<file path="src/rtl/adder_share_arbiter.sv">
// adder_share_arbiter: round-robin front end that time-shares one 32-bit
// ripple-carry adder between NUM_REQ requesters. One add is in flight at a
// time. The sum is sampled after a CALC_CYCLES settle window and returned
// on a valid/ready response channel tagged with the owner's index.

module ripple_carry_adder #(
  parameter int WIDTH = 32
) (
  input  logic [WIDTH-1:0] a_i,
  input  logic [WIDTH-1:0] b_i,
  output logic [WIDTH-1:0] sum_o
);

  // Bit-serial carry chain; carry out of the MSB is deliberately not exported.
  always_comb begin : ripple
    logic carry;
    carry = 1'b0;
    sum_o = '0;
    for (int i = 0; i < WIDTH; i++) begin
      sum_o[i] = a_i[i] ^ b_i[i] ^ carry;
      carry    = (a_i[i] & b_i[i]) | (carry & (a_i[i] ^ b_i[i]));
    end
  end

endmodule

module adder_share_arbiter #(
  parameter int NUM_REQ     = 4,
  parameter int WIDTH       = 32,
  parameter int CALC_CYCLES = 1
) (
  input  logic                       clk,
  input  logic                       rst_n,
  input  logic [NUM_REQ-1:0]         req_valid,
  input  logic [NUM_REQ*WIDTH-1:0]   req_a,
  input  logic [NUM_REQ*WIDTH-1:0]   req_b,
  output logic [NUM_REQ-1:0]         req_ready,
  output logic                       resp_valid,
  input  logic                       resp_ready,
  output logic [$clog2(NUM_REQ)-1:0] resp_id,
  output logic [WIDTH-1:0]           resp_sum,
  output logic                       resp_cout,
  output logic                       busy
);

  localparam int IDW   = $clog2(NUM_REQ);
  localparam int CNT_W = (CALC_CYCLES > 1) ? $clog2(CALC_CYCLES) : 1;

  localparam logic [IDW:0]   NUM_REQ_W = (IDW+1)'(NUM_REQ);
  localparam logic [IDW-1:0] LAST_ID   = IDW'(NUM_REQ - 1);
  localparam logic [CNT_W-1:0] CNT_LOAD = CNT_W'(CALC_CYCLES - 1);

  localparam logic [1:0] S_IDLE = 2'd0;
  localparam logic [1:0] S_CALC = 2'd1;
  localparam logic [1:0] S_RESP = 2'd2;

  logic [1:0]       state_q, state_d;
  logic [IDW-1:0]   rr_ptr_q, rr_ptr_d;
  logic [IDW-1:0]   id_q, id_d;
  logic [CNT_W-1:0] cnt_q, cnt_d;
  logic [WIDTH-1:0] op_a_q, op_a_d;
  logic [WIDTH-1:0] op_b_q, op_b_d;
  logic             resp_valid_q, resp_valid_d;
  logic [IDW-1:0]   resp_id_q, resp_id_d;
  logic [WIDTH-1:0] resp_sum_q, resp_sum_d;
  logic             resp_cout_q, resp_cout_d;

  logic             grant_found;
  logic [IDW-1:0]   grant_idx;
  logic [IDW:0]     cand;
  logic [WIDTH-1:0] add_sum;
  logic             add_cout;

  // Single shared adder, fed only from the captured operand registers.
  ripple_carry_adder #(
    .WIDTH (WIDTH)
  ) u_adder (
    .a_i   (op_a_q),
    .b_i   (op_b_q),
    .sum_o (add_sum)
  );

  // Carry out reconstructed from the operand MSBs and the sum MSB.
  assign add_cout = (op_a_q[WIDTH-1] & op_b_q[WIDTH-1]) |
                    ((op_a_q[WIDTH-1] ^ op_b_q[WIDTH-1]) & ~add_sum[WIDTH-1]);

  // Round-robin pick: first valid requester at or after rr_ptr, wrapping.
  always_comb begin
    grant_found = 1'b0;
    grant_idx   = '0;
    cand        = '0;
    for (int k = 0; k < NUM_REQ; k++) begin
      cand = {1'b0, rr_ptr_q} + (IDW+1)'(k);
      if (cand >= NUM_REQ_W) cand = cand - NUM_REQ_W;
      if (!grant_found && req_valid[cand[IDW-1:0]]) begin
        grant_found = 1'b1;
        grant_idx   = cand[IDW-1:0];
      end
    end
  end

  // Grant strobe exists only in IDLE, and never while reset is asserted.
  always_comb begin
    req_ready = '0;
    if (rst_n && state_q == S_IDLE && grant_found) req_ready[grant_idx] = 1'b1;
  end

  // Next-state logic for the IDLE -> CALC -> RESP operation sequence.
  always_comb begin
    state_d      = state_q;
    rr_ptr_d     = rr_ptr_q;
    id_d         = id_q;
    cnt_d        = cnt_q;
    op_a_d       = op_a_q;
    op_b_d       = op_b_q;
    resp_valid_d = resp_valid_q;
    resp_id_d    = resp_id_q;
    resp_sum_d   = resp_sum_q;
    resp_cout_d  = resp_cout_q;
    case (state_q)
      S_IDLE: begin
        if (grant_found) begin
          op_a_d   = req_a[grant_idx*WIDTH +: WIDTH];
          op_b_d   = req_b[grant_idx*WIDTH +: WIDTH];
          id_d     = grant_idx;
          rr_ptr_d = (grant_idx == LAST_ID) ? '0 : grant_idx + 1'b1;
          cnt_d    = CNT_LOAD;
          state_d  = S_CALC;
        end
      end
      S_CALC: begin
        if (cnt_q == '0) begin
          resp_sum_d   = add_sum;
          resp_cout_d  = add_cout;
          resp_id_d    = id_q;
          resp_valid_d = 1'b1;
          state_d      = S_RESP;
        end else begin
          cnt_d = cnt_q - 1'b1;
        end
      end
      S_RESP: begin
        if (resp_ready) begin
          resp_valid_d = 1'b0;
          state_d      = S_IDLE;
        end
      end
      default: state_d = S_IDLE;
    endcase
  end

  // State and datapath registers; async reset drops any in-flight work.
  always_ff @(posedge clk or negedge rst_n) begin
    if (!rst_n) begin
      state_q      <= S_IDLE;
      rr_ptr_q     <= '0;
      id_q         <= '0;
      cnt_q        <= '0;
      op_a_q       <= '0;
      op_b_q       <= '0;
      resp_valid_q <= 1'b0;
      resp_id_q    <= '0;
      resp_sum_q   <= '0;
      resp_cout_q  <= 1'b0;
    end else begin
      state_q      <= state_d;
      rr_ptr_q     <= rr_ptr_d;
      id_q         <= id_d;
      cnt_q        <= cnt_d;
      op_a_q       <= op_a_d;
      op_b_q       <= op_b_d;
      resp_valid_q <= resp_valid_d;
      resp_id_q    <= resp_id_d;
      resp_sum_q   <= resp_sum_d;
      resp_cout_q  <= resp_cout_d;
    end
  end

  assign resp_valid = resp_valid_q;
  assign resp_id    = resp_id_q;
  assign resp_sum   = resp_sum_q;
  assign resp_cout  = resp_cout_q;
  assign busy       = (state_q != S_IDLE);

endmodule

</file>
<file path="config.mk">
export PLATFORM = sky130hd
export DESIGN_NAME = adder_share_arbiter
export DESIGN_NICKNAME = d
export VERILOG_FILES = /design/src/rtl/adder_share_arbiter.sv
export SDC_FILE = /design/constraint.sdc
export NUM_CORES = 1
export LEC_CHECK = 0
export BUFFER_PORTS_ARGS = -buffer_cell sky130_fd_sc_hd__buf_2
export CAP_MARGIN = 20
export CORE_MARGIN = 10
export CORE_UTILIZATION = 23
export DETAILED_ROUTE_END_ITERATION = 7
export PLACE_DENSITY = 0.54
export SKIP_CTS_REPAIR_TIMING = 1
export SYNTH_ARGS = -nofsm -noshare
export SYNTH_HDL_FRONTEND = slang
export SYNTH_HIERARCHICAL = 1
export SYNTH_SLANG_ARGS = --single-unit
export TNS_END_PERCENT = 20
</file>
<file path="constraint.sdc">
create_clock -name clk -period 13.2 [get_ports clk]
set_clock_uncertainty 0.15 [all_clocks]
set_input_delay 1.98 -clock clk [delete_from_list [all_inputs] [get_ports clk]]
set_output_delay 1.98 -clock clk [all_outputs]
set_load 0.02 [all_outputs]
</file>
==> results.sh <==
export IMPL_synthMuxAreaShare_pct=16.3
export IMPL_worstSetupEndpointType="flip-flop"
export IMPL_holdPathEnd="id_q[1]"
export IMPL_drive_gt1_share_pct=43.3
export IMPL_required_ns=13.26
export IMPL_r2r_end="resp_cout"
export IMPL_drtIter0Drc=171
export IMPL_synth_fp_nets=888
export IMPL_setup_violations=0
export IMPL_slew_headroom_pct=39.2
export IMPL_cts_buffers=9
export IMPL_yosysWarnings=6
export IMPL_grt_pass1_wl_mm=34.1
export IMPL_min_path_type="reg -> reg"
export IMPL_post_route_min_period_ns=12.81
export IMPL_cts_htree_levels=3
export IMPL_status="finished clean"
export IMPL_synth_top_flop_cell="dfrtp_1"
export IMPL_path_clk_slew_ns=0.07
export IMPL_rr_startpoint="op_a_q[0]"
export IMPL_min_path_cells=1
export IMPL_crit_path_top_delay_cell="fa_1"
export IMPL_avgSynthCellArea_sq_um=10.9
export IMPL_yosys_area_share_xor_xnor_pct=0.369
export IMPL_cp_common_cell="fa_1"
export IMPL_nets=1164
export IMPL_synthSimpleGateAreaFrac_pct=9.37
export IMPL_hold_viol_final=0
export IMPL_synth_edf_count=0
export IMPL_slowest_delay_ns=0.41
export IMPL_io_buffers=303
export IMPL_ys_seq_area_share_pct=41.1
export IMPL_synth_async_reset_ratio_pct=100
export IMPL_cts_buffer_depth=2
export IMPL_antenna_found_initial=1
export IMPL_fp_dieArea_sq_um=35100
export IMPL_insertion_delay_ns=0.34
export IMPL_initial_core_util_pct=23.3
export IMPL_die_y_um=187
export IMPL_ys_ff_latch=106
export IMPL_slew_violations=0
export IMPL_ant_nets=0
export IMPL_synthAdderAreaFrac_pct=9.89
export IMPL_synth_distinct_cells=32
export IMPL_area_delta_synth_final_pct=32.5
export IMPL_p_total_mw=2.00
export IMPL_first_global_vias=6044
export IMPL_clock_fmax_mhz=78.0
export IMPL_ir_worst_vdd_mv=0.166
export IMPL_total_leakage_power_nw=4.01
export IMPL_first_pass_iters=4
export IMPL_clock_sinks=106
export IMPL_layout_commonest_cell="buf_2"
export IMPL_crit_path_max_fanout=2
export IMPL_die_x_um=187
export IMPL_hpwl_mm=17.2
export IMPL_setup_ws_ns=0.386
export IMPL_viasPerCell=4.42
export IMPL_synth_top_family_by_area="compound AO/OA/AOI/OAI gates"
export IMPL_tightest_slew_ns=0.912
export IMPL_cp_start_kind="flip-flop"
export IMPL_hp_start="id_q[1]"
export IMPL_io_pins=304
export IMPL_reg2reg_slack_ns=0.39
export IMPL_std_cell_rows=61
export IMPL_tritoncts="done"
export IMPL_final_core_util_pct=30.8
export IMPL_critical_path_class="reg -> reg"
export IMPL_drt_total_wl_mm=21.9
export IMPL_power_density_nw_per_um2=233
export IMPL_grt_start_max_net_pins=68
export IMPL_routedWlPerCell_um=17.5
export IMPL_drc_errors=0
export IMPL_layout_common_cells="buf_2 (302), nand2_1 (135), dfrtp_1 (106)"
export IMPL_ff2ff_path_depth=37
export IMPL_period_share_pct=97.1
export IMPL_rsz0062_at_grt="false"
export IMPL_dr_total_vias=5532
export IMPL_synth_compound_area_share_pct=17.9
export IMPL_grt_usage_pct=12.1
export IMPL_syn_cell_area_sq_um=6450
export IMPL_place_ws_ns=0.0269
export IMPL_coreArea_sq_um=27700
export IMPL_grt_overflow=0
export IMPL_synth_cells=592
export IMPL_cap_violations=0
export IMPL_gp_congestion=0.771
export IMPL_root_buffer="clkbuf_16"
export IMPL_cp_arrival_ns=12.87
## metrics by stage
stage / cells / cell area [sq um] / TNS (ns) / hold slack, ns
final: 1252 / 8550 / 0 / 0.328
after global placement: 1235 / 8240 / 0 / 0.309
after CTS: 1251 / 8530 / -0.00676 / 0.330
after detailed placement: 1235 / 8240 / 0 / 0.313
after global routing: 1252 / 8550 / 0 / 0.350
after floorplan: 592 / 6450 / 0 / 0.294
## worst max-delay path: cells and delay by family (launching register included)
family | cells | cell delay [ns]
adders and majority gates | 31 | 11.54
AOI/OAI and AO/OA | 2 | 0.22
xor gates and xnor gates | 1 | 0.21
buffers and inverters | 3 | 0.17
DFF | 1 | 0.39
## cell type report
class                   instances  area, sq um
repair buffers                312         1590
fillers                      2916        19200
multi-input cells             428         3500
inverters                      11         41.3
well taps                     378          473
diodes                          1         2.50
clock buffers                  10          239
clock inverters                 6         48.8
flip-flops and latches        106         2650
## sequential cells by signal (all words and copies together) (netlist names)
register and cells:
resp_id 2, resp_cout 1, resp_sum 32, id_q 2
state_q 2, rr_ptr_q 2, op_b_q 32, resp_valid 1
op_a_q 32
## routing by layer
metal  vias to the layer above  share of wire (%)  global-route usage, %
li1                       2692                  -                      -
met1                      2681                 43                   14.7
met2                       147                 51                   21.0
met3                        12                4.6                   2.82
met4                         0                1.2                   3.11
met5                         -                  0                      0
## cells in the mapped netlist, types with 2 or more instances
library cell    n  area share, %
mux2i_1        64            9.9
ha_1            3           0.58
nor4_1          2           0.19
a32oi_1        64            8.7
o21ai_0         2           0.16
inv_2           2           0.12
mux2_2         35            6.1
nor2_1          5           0.29
buf_6           7            1.2
nand2_1       135            7.9
clkbuf_1       11           0.64
nor3_1          2           0.16
or2_1           2           0.19
a21oi_1         5           0.39
o21a_1         65            7.6
buf_2          21            1.6
dfrtp_1       106             41
inv_1           9           0.52
buf_4           8           0.93
fa_1           30            9.3
a21o_1          2           0.23
nor2b_1         2           0.19
## power by group
group          switching, mW  total [mW]  leakage (nW)  internal [mW]
sequential             0.125       0.626          1.20          0.501
combinational          0.599        1.11          2.66          0.510
clock                  0.125       0.261         0.143          0.135
total                  0.850        2.00          4.01           1.15
## worst max-delay path by stage
stage,from,to,slack [ns],depth (start not counted)
2_1_floorplan,op_a_q[0],resp_sum[31],0.70,35
3_3_place_gp,op_a_q[0],resp_cout,0.07,37
3_5_place_dp,op_a_q[0],resp_cout,0.03,37
4_1_cts,op_a_q[0],resp_cout,-0.007,37
5_1_grt,op_a_q[0],resp_cout,0.01,37
6_report,op_a_q[0],resp_cout,0.39,37
## cell families after synthesis
kind of cell,count (synthesis)
compound gates,142
xor+xnor,1
fa+ha+maj,33
buf+inv,58
flops,106
mux,100
simple gates,152
No activity file was read; power rests on OpenSTA's default activity.
